### src/rtl/ring_shifter_n_if.sv
// Button, control and ring outputs of ring_shifter_n bundled as one port.
// The master side drives the raw buttons and controls; the slave side is the rotator.
interface ring_shifter_n_if #(
    parameter int WIDTH = 9
);
    logic             btn_l;
    logic             btn_r;
    logic             auto_en;
    logic             load;
    logic [WIDTH-1:0] load_data;
    logic [WIDTH-1:0] q;
    logic             run;
    logic             dir;
    logic             step;

    modport master (
        output btn_l, btn_r, auto_en, load, load_data,
        input  q, run, dir, step
    );

    modport slave (
        input  btn_l, btn_r, auto_en, load, load_data,
        output q, run, dir, step
    );
endinterface

### src/rtl/ring_shifter_n.sv
// N-bit ring rotator driven by two debounced push-buttons, with single-step,
// divided auto-rotation and parallel load. Everything runs on clk.
module ring_shifter_n #(
    parameter int                 WIDTH           = 9,
    parameter logic [WIDTH-1:0]   INIT            = {1'b1, {(WIDTH-1){1'b0}}},
    parameter int                 DEBOUNCE_CYCLES = 4,
    parameter int                 AUTO_DIV        = 8
) (
    input  logic             clk,
    input  logic             rst,
    ring_shifter_n_if.slave  bus
);
    localparam int CW = (DEBOUNCE_CYCLES > 1) ? $clog2(DEBOUNCE_CYCLES) : 1;
    localparam int PW = $clog2(AUTO_DIV);
    localparam logic [CW-1:0] DB_LAST = CW'(DEBOUNCE_CYCLES - 1);
    localparam logic [PW-1:0] PS_LAST = PW'(AUTO_DIV - 1);

    typedef enum logic [1:0] {HOLD, RUN_L, RUN_R} state_t;

    // Index 0 is the left button, index 1 the right button.
    logic [1:0]    raw, sync1, sync2, level, level_d, press;
    logic [CW-1:0] db_cnt [2];

    assign raw   = {bus.btn_r, bus.btn_l};
    assign press = level & ~level_d;

    // NOTE: every register here uses <= so all flops sample the same pre-edge values.
    always_ff @(posedge clk) begin
        if (rst) begin
            sync1   <= '0;
            sync2   <= '0;
            level   <= '0;
            level_d <= '0;
            for (int i = 0; i < 2; i++) db_cnt[i] <= '0;
        end else begin
            sync1   <= raw;
            sync2   <= sync1;
            level_d <= level;
            for (int i = 0; i < 2; i++) begin
                if (sync2[i] == level[i]) begin
                    db_cnt[i] <= '0;
                end else if (db_cnt[i] == DB_LAST) begin
                    level[i]  <= sync2[i];
                    db_cnt[i] <= '0;
                end else begin
                    db_cnt[i] <= db_cnt[i] + CW'(1);
                end
            end
        end
    end

    state_t           state, state_nxt;
    logic [PW-1:0]    presc, presc_nxt;
    logic [WIDTH-1:0] q_nxt;
    logic             rot_en, rot_left, one_press;
    state_t           press_state;

    assign one_press   = press[0] ^ press[1];
    assign press_state = press[0] ? RUN_L : RUN_R;

    // NOTE: defaults first so every path assigns every output and no latch is inferred.
    always_comb begin
        state_nxt = state;
        presc_nxt = presc;
        q_nxt     = bus.q;
        rot_en    = 1'b0;
        rot_left  = 1'b0;

        if (bus.load) begin
            q_nxt     = bus.load_data;
            state_nxt = HOLD;
            presc_nxt = '0;
        end else if (one_press) begin
            presc_nxt = '0;
            if (state == press_state) begin
                state_nxt = HOLD;
            end else begin
                rot_en    = 1'b1;
                rot_left  = press[0];
                state_nxt = bus.auto_en ? press_state : HOLD;
            end
        end else if (state != HOLD) begin
            if (!bus.auto_en) begin
                state_nxt = HOLD;
                presc_nxt = '0;
            end else if (presc == PS_LAST) begin
                rot_en    = 1'b1;
                rot_left  = (state == RUN_L);
                presc_nxt = '0;
            end else begin
                presc_nxt = presc + PW'(1);
            end
        end

        if (rot_en) begin
            q_nxt = rot_left ? {bus.q[WIDTH-2:0], bus.q[WIDTH-1]}
                             : {bus.q[0], bus.q[WIDTH-1:1]};
        end
    end

    always_ff @(posedge clk) begin
        if (rst) begin
            state    <= HOLD;
            presc    <= '0;
            bus.q    <= INIT;
            bus.dir  <= 1'b0;
            bus.step <= 1'b0;
        end else begin
            state    <= state_nxt;
            presc    <= presc_nxt;
            bus.q    <= q_nxt;
            bus.step <= rot_en;
            if (rot_en) bus.dir <= rot_left;
        end
    end

    assign bus.run = (state != HOLD);
endmodule

### src/flat_wrapper.sv
// flat-port wrapper written by rule: the top's interface ports become plain ports
module ring_shifter_n_flat 
#(
    parameter int                 WIDTH           = 9,
    parameter logic [WIDTH-1:0]   INIT            = {1'b1, {(WIDTH-1){1'b0}}},
    parameter int                 DEBOUNCE_CYCLES = 4,
    parameter int                 AUTO_DIV        = 8
)
  (clk, rst, bus_btn_l, bus_btn_r, bus_auto_en, bus_load, bus_load_data, bus_q, bus_run, bus_dir, bus_step);
  ring_shifter_n_if #(.WIDTH(WIDTH)) bus_i ();
  input  logic clk;
  input  logic rst;
  input wire logic [$bits(bus_i.btn_l)-1:0] bus_btn_l;
  input wire logic [$bits(bus_i.btn_r)-1:0] bus_btn_r;
  input wire logic [$bits(bus_i.auto_en)-1:0] bus_auto_en;
  input wire logic [$bits(bus_i.load)-1:0] bus_load;
  input wire logic [$bits(bus_i.load_data)-1:0] bus_load_data;
  output wire logic [$bits(bus_i.q)-1:0] bus_q;
  output wire logic [$bits(bus_i.run)-1:0] bus_run;
  output wire logic [$bits(bus_i.dir)-1:0] bus_dir;
  output wire logic [$bits(bus_i.step)-1:0] bus_step;
  assign bus_i.btn_l = bus_btn_l;
  assign bus_i.btn_r = bus_btn_r;
  assign bus_i.auto_en = bus_auto_en;
  assign bus_i.load = bus_load;
  assign bus_i.load_data = bus_load_data;
  assign bus_q = bus_i.q;
  assign bus_run = bus_i.run;
  assign bus_dir = bus_i.dir;
  assign bus_step = bus_i.step;
  ring_shifter_n #(.WIDTH(WIDTH), .INIT(INIT), .DEBOUNCE_CYCLES(DEBOUNCE_CYCLES), .AUTO_DIV(AUTO_DIV)) u_core (.clk(clk), .rst(rst), .bus(bus_i));
endmodule
### config.mk
export PLATFORM = sky130hd
export DESIGN_NAME = ring_shifter_n_flat
export DESIGN_NICKNAME = d
export VERILOG_FILES = /design/src/rtl/ring_shifter_n_if.sv /design/src/rtl/ring_shifter_n.sv /design/src/flat_wrapper.sv
export SDC_FILE = /design/constraint.sdc
export NUM_CORES = 1
export LEC_CHECK = 0
export BUFFER_PORTS_ARGS = -buffer_cell sky130_fd_sc_hd__clkbuf_2
export CAP_MARGIN = 20
export CORE_MARGIN = 5
export CORE_UTILIZATION = 53
export CTS_CLUSTER_DIAMETER = 100
export DETAILED_ROUTE_END_ITERATION = 10
export PLACE_DENSITY = 0.77
export SLEW_MARGIN = 15
export SYNTH_ARGS = -nofsm -noshare
export SYNTH_HDL_FRONTEND = slang
export SYNTH_SLANG_ARGS = --single-unit
### constraint.sdc
create_clock -name clk -period 3.95 [get_ports clk]
set_input_delay 0.5925 -clock clk [delete_from_list [all_inputs] [get_ports clk]]
set_output_delay 0.5925 -clock clk [all_outputs]
set_load 0.01 [all_outputs]
==> results.json <==
{
  "min_path_type": "flip-flop to flip-flop",
  "reg2reg_slack_ps": 1890,
  "die_w_um": 60.1,
  "peakVddDrop_uv": 308,
  "ant_nets": 0,
  "io_buffer_count": 26,
  "gr-total-overflow": 0,
  "use_met2_pct": 26.9,
  "viasPerCell": 5.67,
  "yosys.cell_count.top_type": "dfxtp_1",
  "setup_viol": 0,
  "post-route-period-util_pct": 52.0,
  "yosys.area.top_type_share_pct": 36.2,
  "clock_latency_ps": 320,
  "synth_largest_area_cell": "dfxtp_1",
  "finalSetupTns_ps": 0,
  "grt_max_degree": 23,
  "r2r_end": "u_core.bus.q[3]",
  "max_freq_ghz": 0.486,
  "die_height_um": 60.1,
  "synth_cells": 133,
  "antenna_found_initial": 0,
  "power_frac_comb_pct": 9.8,
  "min_to": "u_core.sync2[1]",
  "grt_pass1_vias": 978,
  "power_density_nw_per_um2": 321,
  "timing.rr.start": "u_core.presc[0]",
  "synth_cell_types": 35,
  "gr-usage-all-layers_pct": 15.2,
  "synthTopCellsByArea": "dfxtp_1 36%, edfxtp_1 9.0%, o221ai_1 5.9%, a221oi_1 5.3%, a21oi_1 4.5%",
  "hold_depth": 1,
  "nets": 180,
  "clockPowerShare_pct": 24.7,
  "top_usage_layer": "met2",
  "root_buffer": "clkbuf_4",
  "boundaryPins": 27,
  "cts_buffers": 3,
  "cts_num_sinks": 28,
  "post_cts_resized": 0,
  "vias": 1077,
  "hp-start": "u_core.sync1[1]",
  "dpl.hpwl_mm": 1.90,
  "finalMaxSlewViolations": 0,
  "start_util_pct": 54.6,
  "drt_iter0_markers": 42,
  "route.detailed.drc": 0,
  "avgSynthCellArea_um2": 9.99,
  "wl_per_cell_um": 13.1,
  "antenna_cells": 0,
  "p_int_mw": 0.357,
  "gp_congestion": 0.815,
  "power.switching_mw": 0.115,
  "hold_viol_final": 0,
  "cp.required_ps": 4190,
  "routed_wl_mm": 2.50,
  "fin_crit_ps": 2060,
  "dieArea_um2": 3610,
  "synth_common_cells": "24 x dfxtp_1, 12 x a21oi_1, 12 x nor2_1",
  "cts_tree": "done",
  "totalPowerFinal_mw": 0.473,
  "async_flop_share_pct": 0,
  "critPathLaunchType": "flip-flop",
  "status": "finished, final reports clean",
  "skew_ps": 10.9,
  "r2r_cells": 7,
  "cts_setup_buffers": 0,
  "htreeDepth": 1,
  "path_max_fanout": 10,
  "synth_enable_flop_cells": 4,
  "swShare_pct": 24.4,
  "path_class": "flip-flop to flip-flop",
  "use_met1_pct": 18.1,
  "yosys_warnings": 0,
  "grt_use_met3_pct": 3.89,
  "maxCapViolCount": 0,
  "cts_buffer_depth": 2,
  "cp.arrival_ps": 2300,
  "cts-hold-fix-buffers": 0,
  "dr.pass1.iters": 4,
  "clk_pin_slew_ps": 150,
  "core_um2": 2430,
  "synth_seq_cells": 28,
  "drive_gt1_share_pct": 23.8,
  "syn_to_final_growth_pct": 10.7,
  "p_leak_nw": 0.621,
  "worst_setup_path_end_kind": "flip-flop",
  "rows": 18,
  "grt_pass1_wl_mm": 4.19,
  "yosysSeqAreaShare_pct": 45.2,
  "rsz0062_at_grt": "no",
  "p_seq_share_pct": 65.5,
  "syn_area_um2": 1330,
  "synth-main-ff-cell": "dfxtp_1"
}
## worst max-delay path: stages, from the launching register on
cell and delay (ps):
dfxtp_1 400, ha_1 170, ha_1 200, nand4b_1 110, a211o_1 470, nor2_8 200
o221ai_1 150, a221oi_1 270
## worst max-delay path by stage
stage | startpoint | endpoint | slack, ps
after floorplan | u_core.presc[0] | u_core.bus.q[0] | 2210
after global placement | bus_auto_en | u_core.bus.q[4] | 1950
final | u_core.presc[0] | u_core.bus.q[3] | 1890
after CTS | u_core.presc[0] | u_core.bus.q[3] | 1890
after global routing | u_core.presc[0] | u_core.bus.q[1] | 1700
after detailed placement | bus_auto_en | u_core.bus.q[3] | 1900
## area by class of cell
| class | count | area, um2 |
|---|---|---|
| Timing Repair Buffer | 26 | 130 |
| Clock inverter | 1 | 3.75 |
| Multi-Input combinational cell | 90 | 632 |
| Sequential cell | 28 | 601 |
| Tap cell | 30 | 37.5 |
| Inverter | 12 | 45.0 |
| Clock buffer | 3 | 22.5 |
| Fill cell | 217 | 961 |
## registers in the layout, indices dropped and copies added (netlist names)
register,flops
u_core.bus.q,9
u_core.level_d,2
u_core.level,2
u_core.bus.dir,1
u_core.presc,3
u_core.bus.step,1
u_core.state,2
u_core.db_cnt,4
u_core.sync1,2
u_core.sync2,2
## kinds of logic after synthesis
kind of cell    synth area share (%)
mux                             1.51
xor+xnor                        1.98
buf+inv                         8.10
simple gates                    20.1
flops                           45.2
fa+ha+maj                       3.77
compound gates                  19.1
other cells                    0.282
## placed cells by master (no fill, tap or decap)
cell | Yosys | layout
clkbuf_2 | 0 | 26
dfxtp_1 | 24 | 24
nor2_1 | 12 | 12
a21oi_1 | 12 | 12
inv_1 | 11 | 11
o221ai_1 | 9 | 9
a221oi_1 | 8 | 8
nor2b_1 | 6 | 6
nand2_1 | 5 | 5
nand3_1 | 4 | 4
ha_1 | 4 | 4
edfxtp_1 | 4 | 4
conb_1 | 1 | 4
xnor2_1 | 3 | 3
or3_1 | 3 | 3
clkbuf_4 | 0 | 3
mux2i_1 | 2 | 2
nor3_1 | 2 | 2
inv_2 | 1 | 1
and2b_2 | 1 | 1
or2b_1 | 1 | 1
nand2_2 | 1 | 1
nand4b_1 | 1 | 1
and2b_4 | 1 | 1
nand2b_2 | 1 | 1
nor4b_4 | 1 | 1
a211o_1 | 1 | 1
nor2_8 | 1 | 1
nor3b_2 | 1 | 1
a31oi_1 | 1 | 1
o21ai_1 | 1 | 1
nor3_2 | 1 | 1
o211ai_1 | 1 | 1
o2111ai_1 | 1 | 1
a32oi_1 | 1 | 1
clkinv_1 | 0 | 1
## power groups by stage
stage               Clock [mW]  Sequential [mW]  Combinational (mW)
floorplan                    0            0.317              0.0276
global placement             0            0.315              0.0453
detailed placement           0            0.316              0.0466
CTS                      0.123            0.310              0.0468
global route             0.137            0.311              0.0515
finish                   0.117            0.310              0.0464
## per-layer routing
metal | part of all wire [%] | wire length [um]
met1 | 43 | 1090
met4 | 1.0 | 25
met5 | 0 | 0
met3 | 6.8 | 170
met2 | 49 | 1220
## metrics by stage
| step | instances | instance area, um2 | worst slack [ps] | utilization, % | hold WS, ps |
|---|---|---|---|---|---|
| final | 190 | 1470 | 1890 | 60.5 | 454 |
| after global routing | 190 | 1470 | 1700 | 60.5 | 452 |
| after CTS | 190 | 1470 | 1890 | 60.5 | 457 |
| after detailed placement | 186 | 1450 | 1900 | 59.4 | 428 |
| after global placement | 186 | 1450 | 1950 | 59.4 | 420 |
| after floorplan | 136 | 1340 | 2210 | - | 414 |
(Power assumes the default switching activity.)
